### src/rtl/rom_fetch_pkg.sv
// Shared defaults and the fetch-buffer entry type for the ROM fetch stage.
package rom_fetch_pkg;

  localparam int unsigned DATA_WIDTH_DEF = 16;
  localparam int unsigned ADDR_WIDTH_DEF = 8;

  // One buffered fetch: the word and the address it came from.
  typedef struct packed {
    logic [ADDR_WIDTH_DEF-1:0] addr;
    logic [DATA_WIDTH_DEF-1:0] data;
  } fetch_entry_t;

endpackage

### src/rtl/rom_fetch_unit_fifo.sv
// Small synchronous FIFO for the fetch buffer: push/pop/flush, flush wins.
module fetch_fifo #(
  parameter  int unsigned WIDTH = 24,
  parameter  int unsigned DEPTH = 2,
  localparam int unsigned CW    = $clog2(DEPTH + 1),
  localparam int unsigned PW    = (DEPTH > 1) ? $clog2(DEPTH) : 1
) (
  input  logic             clk_i,
  input  logic             rst_ni,
  input  logic             push_i,
  input  logic             pop_i,
  input  logic             flush_i,
  input  logic [WIDTH-1:0] data_i,
  output logic [WIDTH-1:0] data_o,
  output logic [CW-1:0]    count_o,
  output logic             full_o,
  output logic             empty_o
);

  logic [WIDTH-1:0] mem [DEPTH];
  logic [PW-1:0]    wr_q;
  logic [PW-1:0]    rd_q;
  logic [CW-1:0]    cnt_q;
  logic             do_push;
  logic             do_pop;

  assign full_o  = (cnt_q == CW'(DEPTH));
  assign empty_o = (cnt_q == '0);
  assign count_o = cnt_q;
  assign data_o  = mem[rd_q];

  // A push into a full buffer is accepted only when the head leaves the same cycle.
  assign do_pop  = pop_i & ~empty_o;
  assign do_push = push_i & (~full_o | do_pop);

  // Pointer, count and storage update; flush empties without touching storage.
  always_ff @(posedge clk_i or negedge rst_ni) begin
    if (!rst_ni) begin
      wr_q  <= '0;
      rd_q  <= '0;
      cnt_q <= '0;
      for (int unsigned i = 0; i < DEPTH; i++) mem[i] <= '0;
    end else if (flush_i) begin
      wr_q  <= '0;
      rd_q  <= '0;
      cnt_q <= '0;
    end else begin
      if (do_push) begin
        mem[wr_q] <= data_i;
        wr_q      <= wr_q + 1'b1;
      end
      if (do_pop) rd_q <= rd_q + 1'b1;
      cnt_q <= cnt_q + CW'(do_push) - CW'(do_pop);
    end
  end

endmodule

### src/rtl/rom_fetch_unit.sv
// Fetch stage: owns the PC, reads the async ROM, buffers {addr,data} for decode.
module rom_fetch_unit
  import rom_fetch_pkg::*;
#(
  parameter int unsigned DATA_WIDTH = DATA_WIDTH_DEF,
  parameter int unsigned ADDR_WIDTH = ADDR_WIDTH_DEF,
  parameter int unsigned WORDS      = 5,
  parameter int unsigned RESET_ADDR = 0,
  parameter int unsigned FIFO_DEPTH = 2
) (
  input  logic                  clk_i,
  input  logic                  rst_ni,
  output logic [ADDR_WIDTH-1:0] rom_addr_o,
  input  logic [DATA_WIDTH-1:0] rom_data_i,
  input  logic                  redirect_i,
  input  logic [ADDR_WIDTH-1:0] redirect_addr_i,
  output logic                  instr_valid_o,
  input  logic                  instr_ready_i,
  output logic [DATA_WIDTH-1:0] instr_data_o,
  output logic [ADDR_WIDTH-1:0] instr_addr_o,
  output logic                  fault_o
);

  localparam int unsigned CW = $clog2(FIFO_DEPTH + 1);
  localparam logic [CW-1:0] DEPTH_C = CW'(FIFO_DEPTH);
  // One extra bit so WORDS == 2**ADDR_WIDTH keeps every PC in range.
  localparam logic [ADDR_WIDTH:0] WORDS_LIM = (ADDR_WIDTH + 1)'(WORDS);

  logic [ADDR_WIDTH-1:0]            pc_q;
  logic                             fault_q;
  logic                             in_range;
  logic                             pop;
  logic                             push;
  logic [ADDR_WIDTH+DATA_WIDTH-1:0] fifo_in;
  logic [ADDR_WIDTH+DATA_WIDTH-1:0] fifo_out;
  logic [CW-1:0]                    fifo_count;
  logic                             fifo_full;
  logic                             fifo_empty;

  assign in_range = ({1'b0, pc_q} < WORDS_LIM);
  assign pop      = instr_valid_o & instr_ready_i;
  assign push     = ~redirect_i & ~fault_q & in_range & ((fifo_count < DEPTH_C) | pop);
  assign fifo_in  = {pc_q, rom_data_i};

  assign rom_addr_o                   = pc_q;
  assign fault_o                      = fault_q;
  assign instr_valid_o                = ~fifo_empty;
  assign {instr_addr_o, instr_data_o} = fifo_out;

  // PC advances on every accepted fetch; redirect reloads it and clears the fault.
  always_ff @(posedge clk_i or negedge rst_ni) begin
    if (!rst_ni) begin
      pc_q    <= ADDR_WIDTH'(RESET_ADDR);
      fault_q <= 1'b0;
    end else if (redirect_i) begin
      pc_q    <= redirect_addr_i;
      fault_q <= 1'b0;
    end else begin
      if (push) pc_q <= pc_q + 1'b1;
      if (!in_range) fault_q <= 1'b1;
    end
  end

  // Buffer full flag and occupancy must always agree.
  always_ff @(posedge clk_i) begin
    if (rst_ni) assert (fifo_full == (fifo_count == DEPTH_C));
  end

  fetch_fifo #(
    .WIDTH (ADDR_WIDTH + DATA_WIDTH),
    .DEPTH (FIFO_DEPTH)
  ) u_fifo (
    .clk_i   (clk_i),
    .rst_ni  (rst_ni),
    .push_i  (push),
    .pop_i   (pop),
    .flush_i (redirect_i),
    .data_i  (fifo_in),
    .data_o  (fifo_out),
    .count_o (fifo_count),
    .full_o  (fifo_full),
    .empty_o (fifo_empty)
  );

endmodule

### config.mk
export PLATFORM = sky130hd
export DESIGN_NAME = rom_fetch_unit
export DESIGN_NICKNAME = d
export VERILOG_FILES = /design/src/rtl/rom_fetch_pkg.sv /design/src/rtl/rom_fetch_unit_fifo.sv /design/src/rtl/rom_fetch_unit.sv
export SDC_FILE = /design/constraint.sdc
export NUM_CORES = 1
export LEC_CHECK = 0
export BUFFER_PORTS_ARGS = -buffer_cell sky130_fd_sc_hd__buf_4
export CAP_MARGIN = 20
export CORE_ASPECT_RATIO = 0.7
export CORE_UTILIZATION = 25
export CTS_CLUSTER_SIZE = 30
export DETAILED_ROUTE_END_ITERATION = 6
export SLEW_MARGIN = 30
export SYNTH_ARGS = -nofsm -noshare
export SYNTH_HDL_FRONTEND = slang
export SYNTH_SLANG_ARGS = --single-unit
### constraint.sdc
create_clock -name clk_i -period 2.97 [get_ports clk_i]
set_input_delay 0.4455 -clock clk_i [delete_from_list [all_inputs] [get_ports clk_i]]
set_output_delay 0.4455 -clock clk_i [all_outputs]
set_load 0.05 [all_outputs]
# Word level (Yosys, flattened, before mapping)
# Index checks and enable logic that the tools add are counted.
totals:
  inputBits: 28
  out_inout_bits: 34
  word_cells: 54
  ff_bits: 61
op_classes:
  magnitude_cmp: 5
  muxes: 15
  bitwise: 14
  n_eq_ne: 2
  addsub: 5
  reduce_logical: 6
op_table:
  columns: ["op", "count"]
  rows:
  - ["$mux 24", 4]
  - ["$bwmux 48", 1]
  - ["$demux 24 s1", 1]
  - ["$mux 8", 2]
  - ["$add 8x1->8 const B", 1]
  - ["$lt 8x3->1 const B", 1]
  - ["$and 1x1->1", 6]
  - ["$mux 1", 6]
  - ["$reduce_bool 2->1", 3]
  - ["$ge 2x2->1 const B", 2]
  - ["$not 1->1", 4]
  - ["$not 1->2", 2]
  - ["$add 1x1->1 const B", 2]
  - ["$add 2x1->2", 1]
  - ["$eq 2x2->1 const B", 1]
  - ["$logic_not 2->1", 1]
  - ["$lt 2x1->1 const B", 1]
  - ["$lt 2x2->1 const B", 1]
  - ["$mux 2", 1]
  - ["$ne 2x2->1 const B", 1]
  - ["$or 1x1->1", 2]
  - ["$reduce_and 2->1", 1]
  - ["$sub 2x1->2", 1]
  - ["$logic_and 1x1->1", 1]

# Logic depth before layout (Yosys ltp)
# Gate-level depths: netlist of the first run.
depth:
  word_depth: 9
  ltp_mapped: 8
  ltp_nobuf: 8

# Hierarchy
# Synthesis of the first run repeated with hierarchy kept, for this count alone.
unflattened:
  cells_unflattened: 196
  area_unflattened_um2: 2892.8
by_module_without_submodules:
  columns: ["module", "n_inst", "seq_area_each_um2", "area_each_um2", "cells_each"]
  rows:
  - ["fetch_fifo", 1, 1301.2, 2401.1, 152]
  - ["rom_fetch_unit", 1, 225.2, 491.7, 44]

# Least setup slack after synthesis of the first run
# Ideal clock, no wire load.
synth_path:
  kind: "flip-flop to flip-flop"
  start: "reg pc_q[0] (netlist: rom_addr_o[0])"
  end: "reg u_fifo.mem[10] (netlist name)"
  synth_period_minus_slack_ps: 2171
  required_ps: 2845
  setup_slack_ps: 799
  t_arrival_ps: 2047
  stages_incl_launch_ff: 8
  setup_time_ps: 125
  n_path_buf: 1
  cell_sequence: "dfrtp_1 > inv_1 > ha_1 > nand2b_1 > nand3_1 > nor3_2 > buf_4 > mux2_2"
synth_via:
  elab_chain_len: 5
synth_rtl:
  columns: ["element", "line_no", "rtl"]
  rows:
  - ["start, declared", "rom_fetch_unit.sv:29", "logic [ADDR_WIDTH-1:0] pc_q;"]
  - ["start signal, assigned", "rom_fetch_unit.sv:53", "pc_q <= ADDR_WIDTH'(RESET_ADDR);"]
  - ["start signal, assigned", "rom_fetch_unit.sv:56", "pc_q <= redirect_addr_i;"]
  - ["start signal, assigned", "rom_fetch_unit.sv:59", "if (push) pc_q <= pc_q + 1'b1;"]
  - ["$lt 8x3->1", "rom_fetch_unit.sv:40", "assign in_range = ({1'b0, pc_q} < WORDS_LIM);"]
  - ["$and 1x1->1 (2 in series)", "rom_fetch_unit.sv:42", "assign push = ~redirect_i & ~fault_q & in_range & ((fifo_count < DEPTH_C) | pop);"]
  - ["$and 1x1->1", "rom_fetch_unit_fifo.sv:34", "assign do_push = push_i & (~full_o | do_pop);"]
  - ["$reduce_and 2->1 (no line)", null, null]
  - ["end signal, assigned by index", "rom_fetch_unit_fifo.sv:49", "mem[wr_q] <= data_i;"]
  - ["end, declared", "rom_fetch_unit_fifo.sv:20", "logic [WIDTH-1:0] mem [DEPTH];"]
# No other way between the ends.
# A chain may end at the register's enable or synchronous reset.

# Worst setup path after layout of the first run
layout_path:
  start: "reg u_fifo.rd_q"
  end: "out instr_addr_o[3]"
layout_via:
  elab_chain_len: 4
layout_rtl:
  columns: ["element", "line_no", "rtl"]
  rows:
  - ["start, declared", "rom_fetch_unit_fifo.sv:22", "logic [PW-1:0] rd_q;"]
  - ["start signal, assigned", "rom_fetch_unit_fifo.sv:52", "if (do_pop) rd_q <= rd_q + 1'b1;"]
  - ["$not 1->2 (not written as such)", "rom_fetch_unit_fifo.sv:30", "assign data_o = mem[rd_q];"]
  - ["$mux 24 (not written as such) (3 in series)", "rom_fetch_unit_fifo.sv:30", null]
  - ["end, declared", "rom_fetch_unit.sv:20", "output logic [ADDR_WIDTH-1:0] instr_addr_o,"]
# No other way between the ends. The select of a mux whose other input is x is not followed.

==> impl_metrics.env, run 1 <==
export IMPL_rr_startpoint="rom_addr_o[0]"
export IMPL_nets=290
export IMPL_timing_slew_headroom=0.491
export IMPL_wl_per_cell_um=13.4
export IMPL_ir_drop_mv=0.263
export IMPL_synth_cell_types=31
export IMPL_yosys_warnings=0
export IMPL_synth_ff_latch_count=61
export IMPL_start_util=0.263
export IMPL_synth_fp_nets=225
export IMPL_drt_initial_drc_count=31
export IMPL_end_kind="primary output"
export IMPL_die_y_um=90.2
export IMPL_synthesis_instances=193
export IMPL_rows=31
export IMPL_dpl_hpwl_um=3750
export IMPL_diodes=0
export IMPL_path_class="reg -> out"
export IMPL_rsz0062_at_grt="false"
export IMPL_cts_resized=0
export IMPL_max_clock_freq_mhz=448
export IMPL_port_buffers=61
export IMPL_async_flop_share=1.00
export IMPL_synth_common_cells="dfrtp_1 (61), mux2_2 (52), mux2_4 (14)"
export IMPL_gp_congestion=0.713
export IMPL_instances_no_fill=410
export IMPL_critPathSlowestCell="dfrtp_1"
export IMPL_grt_ovfl_total=0
export IMPL_yosysTopAreaCellShare=0.550
export IMPL_rr_endpoint="u_fifo.mem[35]"
export IMPL_cts_sinks=61
export IMPL_grt_pass1_wl_um=9020
export IMPL_crit_chain="buf_12, mux2_2, buf_4"
export IMPL_first_global_vias=1772
export IMPL_fin_skew_ns=0.00479
export IMPL_htree_levels=3
export IMPL_setup_viol=0
export IMPL_leakage_nw=1.86
export IMPL_ys_flop_type="dfrtp_1"
export IMPL_dieArea_mm2=0.0115
export IMPL_comb_power_share=0.293
export IMPL_grt_usage=0.104
export IMPL_core_area_mm2=0.0106
export IMPL_firstDrtPassIters=4
export IMPL_path_clk_slew_ns=0.05
export IMPL_routed_via_count=1658
export IMPL_seq_area_mm2=0.00153
export IMPL_min_period_ns=2.23
export IMPL_p_sw_frac=0.317
export IMPL_clock_path_buffers=2
export IMPL_slowest_delay_ns=0.68
export IMPL_synth_area_leaders="dfrtp_1 (55%), mux2_2 (21%), mux2_4 (7.6%)"
export IMPL_fin_setup_tns_ns=0
export IMPL_postCtsSetupRepairBufs=0
export IMPL_routed_wl_um=5500
export IMPL_syn_to_final_growth_pct=32.7
export IMPL_synth_largest_area_cell="dfrtp_1"
export IMPL_synth_edf_count=0
export IMPL_placed_cells=395
export IMPL_die_w_um=128
export IMPL_vias_per_cell=4.04
export IMPL_cts_root_buf="clkbuf_16"
export IMPL_slew_violations=0
export IMPL_holdBufCountCts=0
export IMPL_max_cap_violations=0
export IMPL_final_layout_size_suffix_gt1_frac=0.569
export IMPL_fillers=1061
export IMPL_hold_class="in -> async"
export IMPL_critical_path_top_delay_family="flip-flops"
export IMPL_holdWs_ns=0.200
export IMPL_switchingPower_w=0.000904
export IMPL_antenna_found_initial=0
export IMPL_power_density_mw_per_mm2=773
export IMPL_rr_worst_depth=7
export IMPL_critPathBufInv=2
export IMPL_status="complete, no violations"
export IMPL_syn_avg_cell_area_um2=14.4
export IMPL_drc=0
export IMPL_clkLatencyLatePin_ns=0.31
export IMPL_yosysSeqAreaShare=0.550
export IMPL_grt_max_degree=62
export IMPL_tightest_slew_ns=0.763
export IMPL_required_ns=2.52
export IMPL_p_seq_frac=0.349
export IMPL_yosysMostFrequentCell="dfrtp_1"
export IMPL_arrival_ns=1.79
export IMPL_layout_worst_path_cycle_share=0.752
export IMPL_multi_input_area_mm2=0.00116
export IMPL_pwr_share_clk=0.358
export IMPL_p_int_w=0.00195
export IMPL_crit_path_start_kind="flip-flop"
export IMPL_cp_max_fo=15
export IMPL_finalHoldViolCount=0
export IMPL_reg2reg_slack_ns=0.90
export IMPL_cts_buffers=9
export IMPL_cts_tree="done"
export IMPL_synth_area_mm2=0.00278
export IMPL_ant_nets=0
export IMPL_io_pins=62
==> registers in the layout (all words and copies together), names as in the netlist <==
register        flops
rom_addr_o          8
u_fifo.mem         48
fault_o             1
u_fifo.rd_q         1
u_fifo.wr_q         1
u_fifo.count_o      2
==> logic make-up (layout without fill, tap and decap cells) <==
family / Yosys count / count (layout) / synth area share
flops: 61 / 61 / 0.550
mux: 66 / 66 / 0.287
fa+ha+maj: 4 / 4 / 0.0180
buf+inv: 14 / 83 / 0.0329
compound gates: 9 / 9 / 0.0198
simple gates: 35 / 35 / 0.0802
xor+xnor: 4 / 4 / 0.0126
==> layout make-up <==
| type | count | share of cell area |
|---|---|---|
| Clock buffer | 11 | 0.0686 |
| Inverter | 4 | 0.00407 |
| Sequential cell | 61 | 0.414 |
| Timing Repair Buffer | 64 | 0.134 |
| Multi-Input combinational cell | 118 | 0.316 |
| Clock inverter | 4 | 0.0129 |
| Tap cell | 148 | 0.0503 |
==> metrics by stage <==
stage | setup WS, ns | total power (W) | utilization | area [µm²]
final | 0.738 | 0.00285 | 0.349 | 3680
after CTS | 0.666 | 0.00290 | 0.349 | 3680
after floorplan | 0.799 | 0.00159 | - | 2780
after global placement | 0.891 | 0.00184 | 0.321 | 3380
after global routing | 0.620 | 0.00299 | 0.349 | 3680
after detailed placement | 0.888 | 0.00185 | 0.321 | 3380
==> placed cells by master, fill, tap and decap left out, types with 2 or more instances in the layout <==
cell,instances
a21oi_1,2
xnor2_1,3
nor2b_1,7
and2_1,6
dfrtp_1,61
mux2_2,52
mux2_4,14
inv_1,4
nor2_1,7
o21ai_0,3
clkbuf_16,9
clkbuf_8,2
ha_1,4
and3_1,2
nand2_1,2
nand2b_1,4
clkinv_2,2
buf_4,63
==> power by group through the flow <==
stage | registers, W | clock network (W) | logic (W)
after floorplan | 0.00101 | 0 | 0.000577
after global placement | 0.00100 | 0 | 0.000839
after detailed placement | 0.00101 | 0 | 0.000845
after CTS | 0.000996 | 0.00105 | 0.000848
after global routing | 0.00101 | 0.00109 | 0.000885
final | 0.000993 | 0.00102 | 0.000836
==> metal layers <==
metal | vias to the layer above | wire length [µm] | global-route usage
met5 | - | 0 | 0
met4 | 0 | 40 | 0.0294
met3 | 2 | 278 | 0.0458
met2 | 34 | 2530 | 0.154
met1 | 818 | 2650 | 0.135
li1 | 804 | - | -
==> worst max path at each step <==
stage	startpoint	end	slack (ns)	cells past startpoint
floorplan	rom_addr_o[0]	u_fifo.mem[10]	0.80	7
finish	u_fifo.rd_q	instr_addr_o[3]	0.74	3
detailed placement	rom_addr_o[0]	u_fifo.mem[33]	0.89	7
global route	u_fifo.rd_q	instr_addr_o[0]	0.62	3
CTS	u_fifo.rd_q	instr_addr_o[0]	0.67	3
global placement	rom_addr_o[0]	u_fifo.mem[4]	0.89	7
No activity file was read; power rests on OpenSTA's default activity.
==> run 2: changes to the inputs <==
--- a/config.mk
+++ b/config.mk
@@ -5,6 +5,7 @@
 export SDC_FILE = /design/constraint.sdc
 export NUM_CORES = 1
 export LEC_CHECK = 0
+export ABC_AREA = 1
 export BUFFER_PORTS_ARGS = -buffer_cell sky130_fd_sc_hd__buf_4
 export CAP_MARGIN = 20
 export CORE_ASPECT_RATIO = 0.7
==> constraint.sdc (replaced) <==
create_clock -name clk_i -period 2.2 [get_ports clk_i]
set_input_delay 0.33 -clock clk_i [delete_from_list [all_inputs] [get_ports clk_i]]
set_output_delay 0.33 -clock clk_i [all_outputs]
set_load 0.05 [all_outputs]
==> impl_metrics.env, run 2 <==
export IMPL_cts_buffers=9
export IMPL_synth_common_cells="nand2_1 (186), dfrtp_1 (61), nand4_1 (39)"
export IMPL_rr_startpoint="rom_addr_o[0]"
export IMPL_finalHoldViolCount=0
export IMPL_min_period_ns=1.92
export IMPL_required_ns=1.87
export IMPL_routed_via_count=2565
export IMPL_ant_nets=0
export IMPL_slowest_delay_ns=0.37
export IMPL_yosys_warnings=0
export IMPL_drt_initial_drc_count=149
export IMPL_grt_ovfl_total=0
export IMPL_dpl_hpwl_um=5270
export IMPL_yosysSeqAreaShare=0.510
export IMPL_path_class="reg -> out"
export IMPL_largest_reg_flops=48
export IMPL_setup_viol=0
export IMPL_start_util=0.256
export IMPL_synth_largest_area_cell="dfrtp_1"
export IMPL_vias_per_cell=4.37
export IMPL_tightest_slew_ns=0.779
export IMPL_status="complete, no violations"
export IMPL_arrival_ns=1.59
export IMPL_first_global_vias=2530
export IMPL_gp_congestion=0.795
export IMPL_ys_flop_type="dfrtp_1"
export IMPL_antenna_found_initial=0
export IMPL_routed_wl_um=7650
export IMPL_largest_register="u_fifo.mem"
export IMPL_max_cap_violations=0
export IMPL_synth_fp_nets=402
export IMPL_nets=458
export IMPL_synth_area_mm2=0.00300
export IMPL_layout_worst_path_cycle_share=0.874
export IMPL_slew_violations=0
export IMPL_grt_max_degree=62
export IMPL_htree_levels=3
export IMPL_port_buffers=61
export IMPL_mostFrequentLayoutCells="nand2_1 (186), buf_4 (70), dfrtp_1 (61)"
export IMPL_syn_avg_cell_area_um2=8.10
export IMPL_cts_resized=0
export IMPL_holdBufCountCts=0
export IMPL_layout_commonest_cell="nand2_1"
export IMPL_syn_to_final_growth_pct=27.8
export IMPL_cts_tree="done"
export IMPL_drc=0
export IMPL_synth_edf_count=0
export IMPL_postCtsSetupRepairBufs=0
export IMPL_leakage_nw=2.17
export IMPL_hold_class="in -> async"
export IMPL_fillers=1248
export IMPL_crit_chain="inv_1, buf_4, nand2_1, nand2_1, buf_4"
export IMPL_die_w_um=133
export IMPL_clock_path_buffers=2
export IMPL_diodes=0
export IMPL_path_clk_slew_ns=0.05
export IMPL_synthesis_instances=370
export IMPL_rr_worst_depth=9
export IMPL_async_flop_share=1.00
export IMPL_power_density_mw_per_mm2=1180
export IMPL_synth_cell_types=20
export IMPL_clkLatencyLatePin_ns=0.32
export IMPL_cts_sinks=61
export IMPL_io_pins=62
export IMPL_synth_area_leaders="dfrtp_1 (51%), nand2_1 (23%), nand4_1 (8.1%)"
export IMPL_critPathSlowestCell="dfrtp_1"
export IMPL_critical_path_top_delay_family="buffers and inverters"
export IMPL_dieArea_mm2=0.0124
export IMPL_synth_ff_latch_count=61
export IMPL_fin_setup_tns_ns=0
export IMPL_firstDrtPassIters=4
export IMPL_ir_drop_mv=0.797
export IMPL_crit_path_start_kind="flip-flop"
export IMPL_reg2reg_slack_ns=0.42
export IMPL_rows=33
export IMPL_grt_usage=0.133
export IMPL_p_total_w=0.00453
export IMPL_end_kind="primary output"
export IMPL_wl_per_cell_um=13.0
export IMPL_fin_skew_ns=0.00531
export IMPL_final_layout_size_suffix_gt1_frac=0.216
export IMPL_rsz0062_at_grt="false"
export IMPL_core_area_mm2=0.0117
export IMPL_yosysTopAreaCellShare=0.510
export IMPL_timing_slew_headroom=0.480
export IMPL_rr_endpoint="u_fifo.mem[5]"
export IMPL_max_clock_freq_mhz=520
export IMPL_cp_max_fo=15
export IMPL_cts_root_buf="clkbuf_16"
export IMPL_die_y_um=93.6
export IMPL_grt_pass1_wl_um=12700
export IMPL_critPathBufInv=3
export IMPL_yosysMostFrequentCell="nand2_1"
[run 2: cell count changes after synthesis, sizes merged, moves of 6 or more]
cell / change
mux2: -66
nand3: +12
and2: -6
inv: +19
nand4: +38
nand2: +187
nor2b: -7
buf: +14
[run 2: worst max-delay path by stage]
| stage | startpoint | end | slack (ns) | cells after the start |
|---|---|---|---|---|
| finish | u_fifo.rd_q | instr_data_o[0] | 0.28 | 5 |
| global route | u_fifo.rd_q | instr_data_o[0] | 0.15 | 5 |
| CTS | u_fifo.rd_q | instr_addr_o[2] | 0.25 | 5 |
| detailed placement | rom_addr_o[1] | u_fifo.mem[5] | 0.40 | 9 |
| global placement | rom_addr_o[1] | u_fifo.count_o[1] | 0.45 | 11 |
| floorplan | rom_addr_o[0] | u_fifo.count_o[1] | 0.16 | 12 |
[run 2: logic make-up (layout without fill, tap and decap cells)]
family                   count (synthesis)  after routing  share of synthesized area
AND/OR/NAND/NOR                        248            248                      0.370
flip-flops                              61             61                      0.510
buffers and inverters                   48            108                     0.0810
AO/OA/AOI/OAI                            6              6                     0.0138
adder cells (fa/ha/maj)                  4              4                     0.0167
XOR/XNOR                                 3              3                    0.00877
[run 2: stage by stage]
step / worst slack [ns] / cells / cell area, µm² / utilization / hold slack (ns)
finish: 0.278 / 587 / 3830 / 0.328 / 0.0919
floorplan: 0.163 / 370 / 3000 / - / 0.0344
global route: 0.154 / 587 / 3830 / 0.328 / 0.157
global placement: 0.451 / 572 / 3560 / 0.305 / 0.449
detailed placement: 0.399 / 572 / 3560 / 0.305 / 0.452
CTS: 0.247 / 587 / 3830 / 0.328 / 0.124
[run 2: layout make-up]
type,count,area (µm²),area share
Timing Repair Buffer,70,526,0.137
Multi-Input combinational cell,261,1230,0.320
Inverter,23,86.3,0.0225
Clock buffer,11,243,0.0634
Clock inverter,4,25.0,0.00654
Tap cell,157,196,0.0513
Sequential cell,61,1530,0.399
[run 2: layer usage]
metal	global-route usage	vias up	wire, µm
met5	0	-	0
met4	0.0393	0	82
met3	0.0439	7	439
met2	0.205	69	3470
met1	0.177	1202	3650
li1	-	1287	-
[run 2: report_power, final]
| group | switching [W] | total [W] | internal (W) | leakage, nW |
|---|---|---|---|---|
| sequential | 0.000143 | 0.00147 | 0.00133 | 0.814 |
| combinational | 0.00129 | 0.00180 | 0.000514 | 1.23 |
| clock | 0.000478 | 0.00126 | 0.000781 | 0.127 |
[run 2: worst register-to-register path: stages (launching register included)]
cell and delay [ns]:
dfrtp_1 0.46, inv_1 0.09, ha_1 0.14, inv_1 0.06, nand2_4 0.06, nand2_4 0.07, nor2_8 0.24, nand3_4 0.34
nand2_1 0.16, nand2_1 0.07
==> run 3: changes to the inputs <==
--- a/config.mk
+++ b/config.mk
@@ -12,6 +12,7 @@
 export CORE_UTILIZATION = 25
 export CTS_CLUSTER_SIZE = 30
 export DETAILED_ROUTE_END_ITERATION = 6
+export MAX_ROUTING_LAYER = met4
 export SLEW_MARGIN = 30
 export SYNTH_ARGS = -nofsm -noshare
 export SYNTH_HDL_FRONTEND = slang
==> impl_metrics.env, run 3 (same netlist as run 2, synthesis figures left out) <==
export IMPL_routed_wl_um=7660
export IMPL_cts_sinks=61
export IMPL_firstDrtPassIters=4
export IMPL_port_buffers=61
export IMPL_first_global_vias=2522
export IMPL_path_class="reg -> out"
export IMPL_ant_nets=0
export IMPL_fin_setup_tns_ns=0
export IMPL_layout_worst_path_cycle_share=0.875
export IMPL_setup_viol=0
export IMPL_tightest_slew_ns=0.802
export IMPL_finalHoldViolCount=0
export IMPL_ir_drop_mv=0.797
export IMPL_grt_ovfl_total=0
export IMPL_grt_usage=0.137
export IMPL_die_w_um=133
export IMPL_rows=33
export IMPL_hold_class="in -> async"
export IMPL_largest_register="u_fifo.mem"
export IMPL_arrival_ns=1.60
export IMPL_core_area_mm2=0.0117
export IMPL_grt_max_degree=62
export IMPL_largest_reg_flops=48
export IMPL_gp_congestion=0.807
export IMPL_cts_buffers=9
export IMPL_cts_resized=0
export IMPL_cp_startpoint="u_fifo.rd_q"
export IMPL_path_clk_slew_ns=0.05
export IMPL_holdBufCountCts=0
export IMPL_wl_per_cell_um=13.0
export IMPL_min_period_ns=1.93
export IMPL_htree_levels=3
export IMPL_postCtsSetupRepairBufs=0
export IMPL_rsz0062_at_grt="false"
export IMPL_cp_max_fo=15
export IMPL_clock_path_buffers=2
export IMPL_diodes=0
export IMPL_cts_root_buf="clkbuf_16"
export IMPL_vias_per_cell=4.33
export IMPL_end_kind="primary output"
export IMPL_mostFrequentLayoutCells="nand2_1 (186), buf_4 (70), dfrtp_1 (61)"
export IMPL_max_cap_violations=0
export IMPL_seq_area_mm2=0.00153
export IMPL_power_density_mw_per_mm2=1180
export IMPL_slew_violations=0
export IMPL_antenna_found_initial=0
export IMPL_required_ns=1.87
export IMPL_utilization=0.328
export IMPL_fin_skew_ns=0.00570
export IMPL_clkLatencyLatePin_ns=0.32
export IMPL_die_y_um=93.6
export IMPL_crit_path_start_kind="flip-flop"
export IMPL_leakage_nw=2.17
export IMPL_final_layout_size_suffix_gt1_frac=0.216
export IMPL_max_clock_freq_mhz=519
export IMPL_rr_endpoint="u_fifo.count_o[1]"
export IMPL_drc=0
export IMPL_status="complete, no violations"
export IMPL_nets=458
export IMPL_grt_pass1_wl_um=12700
export IMPL_rr_worst_depth=11
export IMPL_rr_startpoint="rom_addr_o[0]"
export IMPL_dpl_hpwl_um=5270
export IMPL_syn_to_final_growth_pct=27.8
export IMPL_reg2reg_slack_ns=0.42
export IMPL_multi_input_area_mm2=0.00123
export IMPL_io_pins=62
export IMPL_fillers=1248
export IMPL_routed_via_count=2540
export IMPL_layout_commonest_cell="nand2_1"
export IMPL_timing_slew_headroom=0.465
export IMPL_start_util=0.256
export IMPL_drt_initial_drc_count=165
export IMPL_cts_tree="done"
export IMPL_dieArea_mm2=0.0124
-- run 3: cell type report --
class / instances / share of cell area
well taps: 157 / 0.0513
clock buffers: 11 / 0.0634
inverters: 23 / 0.0225
flip-flops and latches: 61 / 0.399
repair buffers: 70 / 0.137
clock inverters: 4 / 0.00654
multi-input cells: 261 / 0.320
-- run 3: layer usage --
layer / vias up / routed length, µm / track usage
met5: - / 0 / -
met4: 0 / 77 / 0.0393
met3: 7 / 336 / 0.0428
met2: 59 / 3440 / 0.205
met1: 1184 / 3800 / 0.178
li1: 1290 / - / -
-- run 3: report_power, final --
group          switching [W]  internal [W]
combinational        0.00129      0.000514
clock               0.000475      0.000781
sequential          0.000144       0.00133
-- run 3: how the worst max path moves through the flow --
| stage | end | slack, ns |
|---|---|---|
| 5_1_grt | instr_data_o[0] | 0.15 |
| 2_1_floorplan | u_fifo.count_o[1] | 0.16 |
| 6_report | instr_data_o[0] | 0.27 |
| 3_3_place_gp | u_fifo.count_o[1] | 0.45 |
| 3_5_place_dp | u_fifo.mem[5] | 0.40 |
| 4_1_cts | instr_addr_o[2] | 0.25 |
-- run 3: critical path, cell delays in order (launching register included) --
cell and delay, ns:
dfrtp_1 0.37, inv_1 0.25, buf_4 0.28, nand2_1 0.07
nand2_1 0.09, buf_4 0.21
-- run 3: per-stage QoR --
step                power [W]  cells  hold slack (ns)  setup slack (ns)  cell area [µm²]
floorplan             0.00274    370           0.0344             0.163             3000
global placement      0.00328    572            0.449             0.451             3560
detailed placement    0.00331    572            0.452             0.399             3560
CTS                   0.00459    587            0.124             0.247             3830
global route          0.00480    587            0.156             0.154             3830
finish                0.00453    587            0.100             0.275             3830
